File: src/rtl/packet_rr_arbiter.sv
// Packet-granular round-robin arbiter: N_REQ valid/ready requesters share one
// downstream channel, with an optional beat-count watchdog per grant.
module packet_rr_arbiter #(
    parameter int N_REQ     = 4,
    parameter int DATA_W    = 8,
    parameter int MAX_BEATS = 16
) (
    input  logic                    i_clk,
    input  logic                    i_rst,
    input  logic [N_REQ-1:0]        i_req_valid,
    input  logic [N_REQ*DATA_W-1:0] i_req_data,
    input  logic [N_REQ-1:0]        i_req_last,
    output logic [N_REQ-1:0]        o_req_ready,
    output logic                    o_valid,
    output logic [DATA_W-1:0]       o_data,
    output logic                    o_last,
    input  logic                    i_ready,
    output logic [N_REQ-1:0]        o_grant,
    output logic                    o_busy,
    output logic                    o_err
);

    localparam int IDX_W = $clog2(N_REQ);
    // A zero-width counter is illegal, so a disabled watchdog keeps one unused bit.
    localparam int CNT_W = (MAX_BEATS > 0) ? $clog2(MAX_BEATS + 1) : 1;
    localparam logic [CNT_W-1:0] WD_LAST = CNT_W'((MAX_BEATS > 0) ? MAX_BEATS - 1 : 0);
    localparam logic [N_REQ-1:0] GRANT_ONE = {{(N_REQ-1){1'b0}}, 1'b1};

    typedef enum logic {IDLE, LOCKED} state_t;

    state_t           state;
    logic [IDX_W-1:0] ptr;
    logic [IDX_W-1:0] gnt_idx;
    logic [CNT_W-1:0] beat_cnt;

    logic             pick_found;
    logic [IDX_W-1:0] pick_idx;
    logic [IDX_W-1:0] cand;
    logic             sel_valid;
    logic             sel_last;
    logic [DATA_W-1:0] sel_data;
    logic             locked;
    logic             xfer;
    logic             wd_hit;
    logic [IDX_W-1:0] next_ptr;

    // Round-robin search starting at ptr; the first set request wins.
    always_comb begin
        // NOTE: every always_comb output gets a default first so no path infers a latch.
        pick_found = 1'b0;
        pick_idx   = '0;
        cand       = '0;
        for (int i = 0; i < N_REQ; i++) begin
            cand = IDX_W'((int'(ptr) + i) % N_REQ);
            if (!pick_found && i_req_valid[cand]) begin
                pick_found = 1'b1;
                pick_idx   = cand;
            end
        end
    end

    always_comb begin
        sel_valid = 1'b0;
        sel_last  = 1'b0;
        sel_data  = '0;
        for (int k = 0; k < N_REQ; k++) begin
            if (gnt_idx == IDX_W'(k)) begin
                sel_valid = i_req_valid[k];
                sel_last  = i_req_last[k];
                sel_data  = i_req_data[k*DATA_W +: DATA_W];
            end
        end
    end

    assign locked   = (state == LOCKED);
    assign xfer     = o_valid && i_ready;
    assign wd_hit   = (MAX_BEATS > 0) && (beat_cnt == WD_LAST);
    assign next_ptr = (gnt_idx == IDX_W'(N_REQ - 1)) ? '0 : gnt_idx + 1'b1;

    // Pass-through channel; o_grant is one-hot on the granted index while locked.
    assign o_valid     = locked && sel_valid;
    assign o_data      = locked ? sel_data : '0;
    assign o_last      = locked && (sel_last || wd_hit);
    assign o_req_ready = (locked && i_ready) ? o_grant : '0;
    assign o_busy      = locked;

    always_ff @(posedge i_clk) begin
        // NOTE: sequential state uses non-blocking assignments so every register
        // samples pre-edge values regardless of statement order.
        if (i_rst) begin
            state    <= IDLE;
            ptr      <= '0;
            gnt_idx  <= '0;
            o_grant  <= '0;
            beat_cnt <= '0;
            o_err    <= 1'b0;
        end else begin
            o_err <= 1'b0;
            case (state)
                IDLE: begin
                    if (pick_found) begin
                        state    <= LOCKED;
                        gnt_idx  <= pick_idx;
                        o_grant  <= GRANT_ONE << pick_idx;
                        beat_cnt <= '0;
                    end
                end
                LOCKED: begin
                    if (xfer) begin
                        if (sel_last || wd_hit) begin
                            state    <= IDLE;
                            o_grant  <= '0;
                            beat_cnt <= '0;
                            ptr      <= next_ptr;
                            o_err    <= wd_hit && !sel_last;
                        end else begin
                            beat_cnt <= beat_cnt + 1'b1;
                        end
                    end
                end
                default: state <= IDLE;
            endcase
        end
    end

endmodule

File: config.mk
export PLATFORM = sky130hd
export DESIGN_NAME = packet_rr_arbiter
export DESIGN_NICKNAME = d
export VERILOG_FILES = /design/src/rtl/packet_rr_arbiter.sv
export SDC_FILE = /design/constraint.sdc
export NUM_CORES = 1
export LEC_CHECK = 0
export ABC_AREA = 1
export BUFFER_PORTS_ARGS = -buffer_cell sky130_fd_sc_hd__buf_4
export CAP_MARGIN = 20
export CORE_ASPECT_RATIO = 1.2
export CORE_MARGIN = 2
export CORE_UTILIZATION = 30
export CTS_BUF_LIST = sky130_fd_sc_hd__clkbuf_4 sky130_fd_sc_hd__clkbuf_8 sky130_fd_sc_hd__clkbuf_16
export DETAILED_ROUTE_END_ITERATION = 8
export PLACE_DENSITY = 0.67
export SLEW_MARGIN = 20
export SYNTH_ARGS = -nofsm -noshare
export SYNTH_HDL_FRONTEND = slang
export SYNTH_SLANG_ARGS = --single-unit
File: constraint.sdc
create_clock -name i_clk -period 1.8 [get_ports i_clk]
set_input_delay 0.36 -clock i_clk [delete_from_list [all_inputs] [get_ports i_clk]]
set_output_delay 0.36 -clock i_clk [all_outputs]
set_load 0.01 [all_outputs]
==> results of run 1 <==
area by class of cell:
cell class | instances | area, µm²
tap | 60 | 75.07
multi-input combinational | 177 | 1080
inverter | 28 | 120.1
timing repair buffer | 83 | 654.4
sequential | 15 | 309.0
clock buffer | 4 | 48.80
fill | 504 | 2582
state kept, by name (all words and copies together) (netlist names):
| register | cells |
|---|---|
| o_busy | 1 |
| ptr | 2 |
| gnt_idx | 2 |
| beat_cnt | 5 |
| o_grant | 4 |
| o_err | 1 |
through the flow:
step	setup TNS (ns)	hold slack, ns
2_1_floorplan	0	0.4626
3_3_place_gp	-0.1538	0.4809
3_5_place_dp	-1.004	0.4910
4_1_cts	-1.266	0.3478
5_1_grt	-3.451	0.3555
6_report	-1.432	0.3460
routing by layer:
metal / wire (µm) / track usage
met2: 2311 / 0.2654
met1: 1799 / 0.1786
met4: 58 / 0.03600
met3: 215 / 0.02355
met5: 0 / 0
timing repair:
| item | 4_1_cts | 5_1_grt |
|---|---|---|
| setup endpoints to repair | 21 | 25 |
| gates resized for setup | 48 | 7 |
| pin swaps | 19 | 13 |
| setup buffers | 3 | 1 |
| cloned | 0 | 0 |
report_power, final:
part / switching (mW) / leakage (nW) / internal (mW) / total, mW
registers: 0.0334 / 0.124 / 0.366 / 0.399
logic: 0.494 / 0.909 / 0.430 / 0.924
clock network: 0.115 / 0.0262 / 0.172 / 0.287
final timing paths:
kind	to	cells after the start
hold / removal	o_grant[2]	2
setup reg to reg	o_grant[3]	13
hold reg to reg	o_grant[2]	2
setup / recovery	o_data[2]	8
logic make-up after synthesis:
family,share of synthesized area
adder cells (fa/ha/maj),0.05029
flip-flops,0.2012
XOR/XNOR,0.01174
buffers and inverters,0.1282
AO/OA/AOI/OAI,0.2498
AND/OR/NAND/NOR,0.3588
placed cells by master (no fill, tap or decap), types with 6 or more instances in the layout:
master and n:
buf_4 77, nand2_1 35, a21oi_1 26, o21ai_1 21
inv_1 19, nor2_1 16, nand3_1 16, dfxtp_1 12
nand2_2 11, o21ai_0 9, a21oi_2 8, nand3_2 6
critical path, cell delays in order, from the launching register on:
cell and delay [ns]:
dfxtp_4 0.36, buf_4 0.14, ha_4 0.16, inv_2 0.06
buf_4 0.20, o21ai_1 0.08, o21ai_1 0.12, a21oi_1 0.09
buf_4 0.15
==> flow_summary.toml, run 1 <==
[cells_and_area]
area_growth_pct = 53.23
instances_no_fill = 367
fin_area_um2 = 2287
num-nets-final = 357
drive_above_1_share = 0.4658
fin_util = 0.4697
antenna_cells = 0

[setup_path]
crit_fanout = 16
start_kind = "register"
r2r_slack_ns = -0.02
cp.arrival_ns = 1.60
startpoint = "gnt_idx[1]"
crit_type = "reg -> out"
r2r_start = "gnt_idx[1]"
worst_setup_path_end_kind = "output port"
cp.required_ns = 1.44

[placed_design]
place_area_um2 = 2092
dpl.hpwl_mm = 3.325
port_buffers = 62
dp_slack_ns = -0.1164
place_congestion = 0.8252
placed_cells = 359

[clocking]
cts_buffers = 3
cts.sink_count = 15
cts_max_path_buffers = 2
h-tree-depth = 1
postCtsHoldBufs = 0
clk_pin_slew_ns = 0.06
cts_tree = "yes"
root_buffer = "clkbuf_8"
clk_latency_ns = 0.25

[sta]
relSlewSlack = 0.8524
tightestPinTransition_ns = 0.2200
fin_crit_ns = 1.961
fin_ws_ns = -0.1607
drv_slew = 0
fin_crit_sh = 1.089
fmax_mhz = 510.0
setup_violations = 15
final_hold_viol_count = 0
rsz0062_at_grt = "true"
finalClockSkew_ns = 0.004777

[floorplanning]
die_w_um = 68.39
pin_count = 63
num_rows = 28
start_util = 0.3065
die_area_um2 = 5558
core_um2 = 4870
die_y_um = 81.27

[min_path]
worstHoldStart = "i_rst"
min_path_type = "in -> reg"

[synth]
synth.most_common_cell = "nand2_1"
yosys.area.top_type = "dfxtp_1"
syn_area_per_cell_um2 = 6.490
syn_area_um2 = 1493
synth_edf_count = 0
netlist.area_leader.share = 0.2012
syn_inst = 230
ys_ff_latch = 15
synth_nets = 279
ys.flop_type = "dfxtp_1"
ys_seq_area_frac = 0.2012
yosys-top-cells-area = "dfxtp_1 20%, nand2_1 9.3%, a21oi_1 9.1%, o21ai_0 9.1%, inv_1 5.8%"
yosys-top-cells-count = "37 x nand2_1, 27 x a21oi_1, 27 x o21ai_0"
async_reset_ff_frac = 0
yosys_warnings = 0
synth_cell_types = 30

[route]
num_vias = 1758
antenna_left = 0
drtPass1Iterations = 4
drc_errors = 0
drtIter0Drc = 108
wirelength_mm = 4.384
drt-wirelength-per-cell_um = 11.95
via_per_inst = 4.790

[outcome]
status = "complete, but fails checks"
violations = "negative setup slack"

[global_route]
grt_max_degree = 17
grt_pass1_wl_mm = 6.486
grt_usage = 0.1476
antenna_found_initial = 0
grt_pass1_vias = 1517
globalRouteOverflowTotal = 0

[power]
power_mw = 1.611
leakagePower_nw = 1.060
irDropWorstVdd_uv = 383.8
power_density_nw_per_um2 = 704.1

[job]
drv_cap = 0
Power figures use the tool's default switching activity.
==> inputs of run 2 (changes only) <==
PLACE_DENSITY = 0.65   (was 0.67)
clock period = 2.3 ns   (was 1.8 ns; I/O delays follow)
==> run 2 against run 1 <==
The flow now finishes without violations. Core utilization decreased by 5.1 points. Highest routed layer unchanged. Combinational power decreased by 38%. Largest power group unchanged. Cell count decreased by 4.6%. Cell area decreased by 11%. Clock power decreased by 20%. Largest cell class unchanged. Total power decreased by 30%. Register-to-register slack improved by 0.42 ns. Sequential power decreased by 21%.
==> flow_summary.toml, run 2 (same netlist as run 1, synthesis figures left out) <==
[outcome]
status = "complete, no violations"

[sta]
finalClockSkew_ns = 0.002041
relSlewSlack = 0.7074
fin_crit_sh = 0.9324
rsz0062_at_grt = "false"
fmax_mhz = 466.3
setup_violations = 0
tightestPinTransition_ns = 0.4383
drv_slew = 0
fin_crit_ns = 2.144
final_hold_viol_count = 0
tns_ns = 0

[placed_design]
dpl.hpwl_mm = 3.267
place_area_um2 = 1982
port_buffers = 62
place_congestion = 0.8094

[clocking]
cts_max_path_buffers = 2
clk_latency_ns = 0.25
cts_buffers = 3
postCtsSetupRepairBufs = 0
cts_tree = "yes"
h-tree-depth = 1
clk_pin_slew_ns = 0.06
root_buffer = "clkbuf_8"
postCtsHoldBufs = 0
cts.sink_count = 15

[global_route]
grt_pass1_wl_mm = 6.348
antenna_found_initial = 0
grt_pass1_vias = 1434
grt_max_degree = 17
globalRouteOverflowTotal = 0
grt_usage = 0.1474

[floorplanning]
start_util = 0.3065
core_um2 = 4870
die_w_um = 68.39
num_rows = 28
die_y_um = 81.27
die_area_um2 = 5558
pin_count = 63

[route]
drt-wirelength-per-cell_um = 11.48
via_per_inst = 4.643
drc_errors = 0
drtPass1Iterations = 4
wirelength_mm = 4.018
drtIter0Drc = 126
antenna_left = 0
num_vias = 1625

[job]
drv_cap = 0

[cells_and_area]
antenna_cells = 0
fin_area_um2 = 2038
area_growth_pct = 36.55
reg_top3 = "beat_cnt: 5 flops, o_grant: 4 flops"
largest_reg_flops = 5
final_cell_mix = "66 x buf_4, 37 x nand2_1, 27 x a21oi_1"
final_common_cell = "buf_4"
drive_above_1_share = 0.3724
num-nets-final = 340
largest-register = "beat_cnt"

[power]
power_mw = 1.122
p_int_mw = 0.6678
clock_power_share = 0.205
leakagePower_nw = 0.9617
irDropWorstVdd_uv = 247.1
switching_share = 0.4046
p_seq_frac = 0.281
p_comb_frac = 0.514
p_sw_mw = 0.4539
power_density_nw_per_um2 = 550.4

[setup_path]
cp.arrival_ns = 1.68
worst_setup_path_end_kind = "output port"
crit_fanout = 9
crit_type = "reg -> out"
start_kind = "register"
cp.required_ns = 1.84

[min_path]
min_path_type = "in -> reg"
## run 2: cell types whose count changed in the layout (fill, tap and decap cells not counted), sizes merged
cell,change
buf,-17
## run 2: routing by layer
metal | track usage | wire length [µm] | vias to the layer above
met2 | 0.2375 | 2042 | 26
li1 | - | - | 878
met1 | 0.1938 | 1763 | 713
met5 | 0 | 0 | -
met4 | 0.06400 | 86 | 0
met3 | 0.01801 | 126 | 8
## run 2: final timing paths
path                            startpoint          end  slack (ns)  cells past startpoint
worst min-delay path                 i_rst  beat_cnt[3]        0.44                      2
worst max register to register      ptr[0]   o_grant[3]        0.40                     10
worst max-delay path            gnt_idx[1]       o_last        0.16                      8
worst min register to register  o_grant[2]   o_grant[2]        0.50                      2
## run 2: through the flow
step	cells	hold slack, ns	setup slack, ns	utilization
floorplan	230	0.4626	0.4960	-
global placement	346	0.4820	0.3019	0.4070
detailed placement	346	0.4911	0.3217	0.4070
CTS	350	0.4437	0.03627	0.4170
global route	350	0.4482	0.0007782	0.4186
finish	350	0.4407	0.1555	0.4186
## run 2: final cells by class
| class | instances | area [µm²] |
|---|---|---|
| multi-input combinational | 177 | 1003 |
| tap | 60 | 75.07 |
| clock buffer | 4 | 48.80 |
| timing repair buffer | 66 | 495.5 |
| sequential | 15 | 302.8 |
| inverter | 28 | 112.6 |
| fill | 524 | 2831 |
## run 2: critical path, cell delays in order (launching register included)
cell	delay, ns
dfxtp_2	0.33
inv_1	0.07
ha_1	0.21
buf_4	0.18
a21oi_1	0.05
o21ai_1	0.15
o21ai_1	0.12
a21oi_1	0.18
buf_4	0.15
## run 2: power by group through the flow
stage / Sequential, mW / Combinational [mW] / Clock (mW)
CTS: 0.314 / 0.572 / 0.234
floorplan: 0.313 / 0.396 / 0
global route: 0.320 / 0.648 / 0.242
global placement: 0.319 / 0.570 / 0
finish: 0.316 / 0.576 / 0.230
detailed placement: 0.320 / 0.570 / 0
## run 2: what timing repair did
action | CTS | global route
endpoints found under the setup margin | 0 | 7
endpoints found under the hold margin | 0 | 0
gates resized for setup | 0 | 6
